**config.mk**
```make
export PLATFORM = sky130hd
export DESIGN_NAME = ram4x16_bank
export DESIGN_NICKNAME = d
export VERILOG_FILES = /design/src/rtl/ram4x16_bank.sv
export SDC_FILE = /design/constraint.sdc
export NUM_CORES = 1
export LEC_CHECK = 0
export CORE_MARGIN = 4
export CORE_UTILIZATION = 50
export CTS_BUF_LIST = sky130_fd_sc_hd__clkbuf_8
export CTS_CLUSTER_DIAMETER = 80
export DETAILED_ROUTE_END_ITERATION = 8
export HOLD_SLACK_MARGIN = 0.03
export PLACE_DENSITY = 0.73
export SYNTH_ARGS = -nofsm -noshare
export SYNTH_HDL_FRONTEND = slang
export SYNTH_SLANG_ARGS = --single-unit
export TNS_END_PERCENT = 30
```
**constraint.sdc**
```tcl
create_clock -name clk -period 1.9 [get_ports clk]
set_input_delay 0.475 -clock clk [delete_from_list [all_inputs] [get_ports clk]]
set_output_delay 0.475 -clock clk [all_outputs]
set_load 0.01 [all_outputs]
```
**src/rtl/ram4x16_bank.sv**
```systemverilog
// Four-word register bank with combinational read and clocked write.
// A small sequencer clears all words to CLR_VAL on request and reports busy, done and drop.
module ram4x16_bank #(
  parameter int unsigned           WIDTH   = 16,
  parameter logic [WIDTH-1:0]      CLR_VAL = '0
) (
  input  logic             clk,
  input  logic             rst_n,
  input  logic [WIDTH-1:0] in,
  input  logic             load,
  input  logic [1:0]       address,
  output logic [WIDTH-1:0] out,
  input  logic             clr,
  output logic             busy,
  output logic             done,
  output logic             drop
);

  typedef enum logic {IDLE, CLEAR} state_t;

  state_t           state, state_nxt;
  logic [1:0]       cnt, cnt_nxt;
  logic             busy_nxt, done_nxt, drop_nxt;
  logic [3:0]       wen;
  logic [WIDTH-1:0] wdata;
  logic [WIDTH-1:0] words [4];

  // NOTE: every signal driven here gets a default first, so no path leaves it unassigned and no latch is inferred.
  always_comb begin
    state_nxt = state;
    cnt_nxt   = cnt;
    done_nxt  = 1'b0;
    drop_nxt  = 1'b0;
    wen       = 4'b0000;
    wdata     = in;
    case (state)
      IDLE: begin
        drop_nxt = load & clr;
        if (clr) begin
          state_nxt = CLEAR;
          cnt_nxt   = 2'd0;
        end else if (load) begin
          wen = 4'b0001 << address;
        end
      end
      CLEAR: begin
        // The clear owns the write port; a load here is reported and discarded.
        drop_nxt = load;
        wen      = 4'b0001 << cnt;
        wdata    = CLR_VAL;
        cnt_nxt  = cnt + 2'd1;
        if (cnt == 2'd3) begin
          state_nxt = IDLE;
          done_nxt  = 1'b1;
        end
      end
      default: state_nxt = IDLE;
    endcase
    busy_nxt = (state_nxt == CLEAR);
  end

  // NOTE: sequential state uses non-blocking assignments so every register samples pre-edge values.
  always_ff @(posedge clk or negedge rst_n) begin
    if (!rst_n) begin
      state <= IDLE;
      cnt   <= 2'd0;
      busy  <= 1'b0;
      done  <= 1'b0;
      drop  <= 1'b0;
    end else begin
      state <= state_nxt;
      cnt   <= cnt_nxt;
      busy  <= busy_nxt;
      done  <= done_nxt;
      drop  <= drop_nxt;
    end
  end

  // NOTE: the word array is reset because it is four flop words, not a RAM macro; out must read zero after reset.
  always_ff @(posedge clk or negedge rst_n) begin
    if (!rst_n) begin
      for (int i = 0; i < 4; i++) words[i] <= '0;
    end else begin
      for (int i = 0; i < 4; i++) begin
        if (wen[i]) words[i] <= wdata;
      end
    end
  end

  always_comb begin
    case (address)
      2'd0:    out = words[0];
      2'd1:    out = words[1];
      2'd2:    out = words[2];
      default: out = words[3];
    endcase
  end

endmodule

```
**After elaboration in Yosys (flattened, before gate mapping)**

Cells that the tools add are included.

- Output and inout port bits: 19
- Flip-flop bits (word level): 69

- Multiplexer cells: 13
- Reductions and logical operators: 1
- Equal/unequal tests: 4
- Bitwise operators: 2
- Add/sub/neg operators: 1
- Shift-type cells: 2

Operators with widths:

| cell | count |
|---|---|
| $pmux W16 S3 | 1 |
| $mux W16 | 1 |
| $mux W4 | 2 |
| $pmux W4 S2 | 1 |
| $shl A1 B2 Y4 const A | 2 |
| $eq A2 B2 Y1 const B | 2 |
| $mux W1 | 4 |
| $pmux W1 S2 | 2 |
| $pmux W2 S2 | 1 |
| $add A2 B1 Y2 const B | 1 |
| $eq A2 B1 Y1 const B | 1 |
| $logic_not A2 Y1 | 1 |
| $mux W2 | 1 |
| $ne A2 B2 Y1 const B | 1 |
| $and A1 B1 Y1 | 1 |
| $not A1 Y1 | 1 |

**Longest topological paths before layout**

- Depth after elaboration: 4
- Gate-level depth with buffers: 7

**Worst setup path before layout**

OpenSTA, ideal clock, no wires.

- Path kind: input port to output port
- Start: input port address[0]
- End: output port out[12]
- Slack: 0.079 ns
- Cell stages on the path: 2
- Path buffers: 1
- Arrival: 1.346 ns
- Data required time: 1.425 ns
- Cells stage by stage: buf_2 mux4_1

- Cells in the longest elaborated chain, start to end: 2
- Elaborated cells between the ends (all ways): 4
- Those cells by class: eq/ne: 2; mux: 1; reduce/logical: 1

RTL lines:

| element | line | RTL |
|---|---|---|
| start, declared | 11 | `input logic [1:0] address,` |
| $eq A2 B2 Y1, or another cell as far along | 91 | `case (address)` |
| $pmux W16 S3 * | 91 |  |
| end, declared | 12 | `output logic [WIDTH-1:0] out,` |

Mark *: on every way between the ends. The rest lies on a longest branch, timed or not.

**Worst setup path after layout**

- Start: input port address[0]
- End: output port out[4]

The elaborated chain is that of the path after synthesis.

==> flow_summary.json <==
{
  "outcome": "complete, no violations",
  "hpwl_um": 5633,
  "synth.distinct_cells": 30,
  "worst_setup_path_end_kind": "output port",
  "drive_gt1_share_pct": 26.96,
  "die_area_mm2": 0.008237,
  "clockRootBuffer": "clkbuf_8",
  "grt_usage_pct": 23.37,
  "fin_cells": 459,
  "ir_worst_vdd_mv": 0.5043,
  "synth_fa_ha_area_share_pct": 1.461,
  "ys.flop_type": "dfrtp_1",
  "die_x_um": 90.76,
  "cp_max_fo": 6,
  "cts_buffers": 9,
  "cts_sinks": 69,
  "postRouteAntennaNets": 0,
  "synth_top_family_by_area": "multiplexers",
  "finalWirelength_um": 9079,
  "start_util_pct": 52.73,
  "relSlewSlack_pct": 74.64,
  "drc_errors": 0,
  "num_rows": 29,
  "core_mm2": 0.006495,
  "synth_nets": 336,
  "setup_viol": 0,
  "synth.most_common_cell": "dfrtp_1",
  "postCtsSetupBuffers": 0,
  "syn_avg_cell_area_um2": 11.05,
  "p_leak_nw": 2.003,
  "seq_area_frac_synth_pct": 50.42,
  "die_y_um": 90.76,
  "routed_via_density": 6.041,
  "period_minus_slack_ns": 1.870,
  "worstMarginPinSlew_ns": 0.3803,
  "nets": 403,
  "synth_compound_area_share_pct": 12.61,
  "drt_iter0_markers": 256,
  "clk_pin_slew_worst_paths_ns": 0.07,
  "hold_buffers": 0,
  "maxCapViolCount": 0,
  "cts_buffer_depth": 2,
  "synthArstFlopShare_pct": 100.0,
  "netlist_instances": 310,
  "gr-total-overflow": 0,
  "synth_mux_area_share_pct": 15.24,
  "syn_to_final_growth_pct": 27.55,
  "globalplace.congestion": 0.8026,
  "max_freq_mhz": 534.8,
  "slew_violations": 0,
  "synth_top_area_share_pct": 50.42,
  "synth-simple-area-share_pct": 13.41,
  "grt_start_max_net_pins": 70,
  "hold_viol": 0,
  "antenna_cells": 0,
  "synth_common_cells": "dfrtp_1 (69), nand2_1 (52), o21ai_0 (38), nand3_1 (32), inv_1 (19)",
  "crit_arrival_ns": 1.39,
  "synth-seq-cells": 69,
  "io-pin-count": 41,
  "p_per_area_mw_per_mm2": 1069,
  "dr.pass1.iters": 4,
  "cp.required_ns": 1.42,
  "post-route-period-util_pct": 98.40,
  "crit_type": "in2out",
  "antenna_found_initial": 0,
  "dpl_worst_slack_ns": -0.5571,
  "clk_latency_ns": 0.34,
  "grt_pass1_wl_um": 14900,
  "synth_top_area_cell": "dfrtp_1",
  "post-place-cells": 440,
  "fin_skew_ns": 0.004258,
  "wl_per_cell_um": 19.78,
  "synth_area_leaders": "dfrtp_1 (50%), mux4_2 (8.5%), nand2_1 (5.7%)",
  "start_kind": "input port",
  "p_total_mw": 4.671,
  "h-tree-depth": 3,
  "synth_edf_count": 0,
  "vias": 2773,
  "cts_tree": "built",
  "ys_warn_count": 0,
  "setup_ws_ns": 0.03031,
  "fillers": 477,
  "hp-class": "in2async",
  "grt_pass1_vias": 2893,
  "synth_xor_area_share_pct": 0,
  "synth_area_mm2": 0.003425,
  "setup-tns-final_ns": 0,
  "rsz0062_at_grt": "false",
  "io_buffers": 40
}
[area by class of cell]
class                   instances  area (um2)  share of cell area (%)
flip-flops and latches         69        1728                   39.56
repair buffers                 80       774.5                   17.73
well taps                      77       96.34                   2.206
clock buffers                  10       137.6                   3.151
clock inverters                 6       102.6                   2.349
multi-input cells             198        1458                   33.37
inverters                      19       71.32                   1.633
[sequential cells by signal, indices dropped and copies added (netlist names)]
register  flops
done          1
drop          1
words        64
cnt           2
state         1
[metal layers]
| layer | global-route usage [%] | routed length [um] |
|---|---|---|
| met5 | 0 | 0 |
| met4 | 11.10 | 213 |
| met3 | 4.417 | 655 |
| met2 | 36.63 | 4461 |
| met1 | 31.37 | 3749 |
[metrics by stage]
stage	cell area, um2	hold slack, ns	util, %
floorplan	3425	0.1794	-
global placement	4078	0.5066	62.78
detailed placement	4078	0.5147	62.78
CTS	4344	0.1639	66.88
global route	4368	0.1817	67.25
finish	4368	0.1421	67.25
[placed cells by master, fill, tap and decap left out, types with 2 or more instances in the layout]
cell             count
buf_6                6
nand2_1             52
buf_4               31
o211ai_1             6
mux4_2              15
o21ai_1             11
ha_1                 4
clkdlybuf4s50_1     21
clkbuf_8            10
bufinv_16            3
dfrtp_1             68
mux2i_1             15
buf_2               13
inv_1               21
nor2_1               2
o21ai_0             38
o211ai_2            10
buf_16               2
buf_12               5
nand3_1             32
[path summary, 6_finish.rpt]
path | from | endpoint | slack [ns] | cells past startpoint
setup reg to reg | state$_DFF_PN0_ | words[52]$_DFFE_PN0P_ | 0.24 | 3
max in group asynchronous | rst_n | state$_DFF_PN0_ | 1.43 | 2
setup / recovery | address[0] | out[4] | 0.03 | 4
min in group clk | words[37]$_DFFE_PN0P_ | words[37]$_DFFE_PN0P_ | 0.53 | 2
hold / removal | rst_n | words[0]$_DFFE_PN0P_ | 0.14 | 2
hold reg to reg | words[37]$_DFFE_PN0P_ | words[37]$_DFFE_PN0P_ | 0.53 | 2
[logic make-up (layout without fill, tap and decap cells)]
family	Yosys count	in the layout
mux	31	31
compound gates	67	67
simple gates	96	96
fa+ha+maj	4	4
flops	69	69
buf+inv	43	115
[critical path, cell delays in order]
cell and delay, ns:
buf_12 0.11, buf_6 0.13, mux4_1 0.53, buf_2 0.15
[repair_timing]
item,CTS,global route
gates resized for setup,73,9
pin swaps,0,1
endpoints found under the setup margin,41,10
cloned,3,0
[where the power goes]
part           leakage (nW)  switching, mW  internal, mW
clock                 0.129          0.560         0.897
sequential            0.944          0.181          1.75
combinational         0.931          0.723         0.561
total                  2.00           1.46          3.21
(Power assumes the default switching activity.)
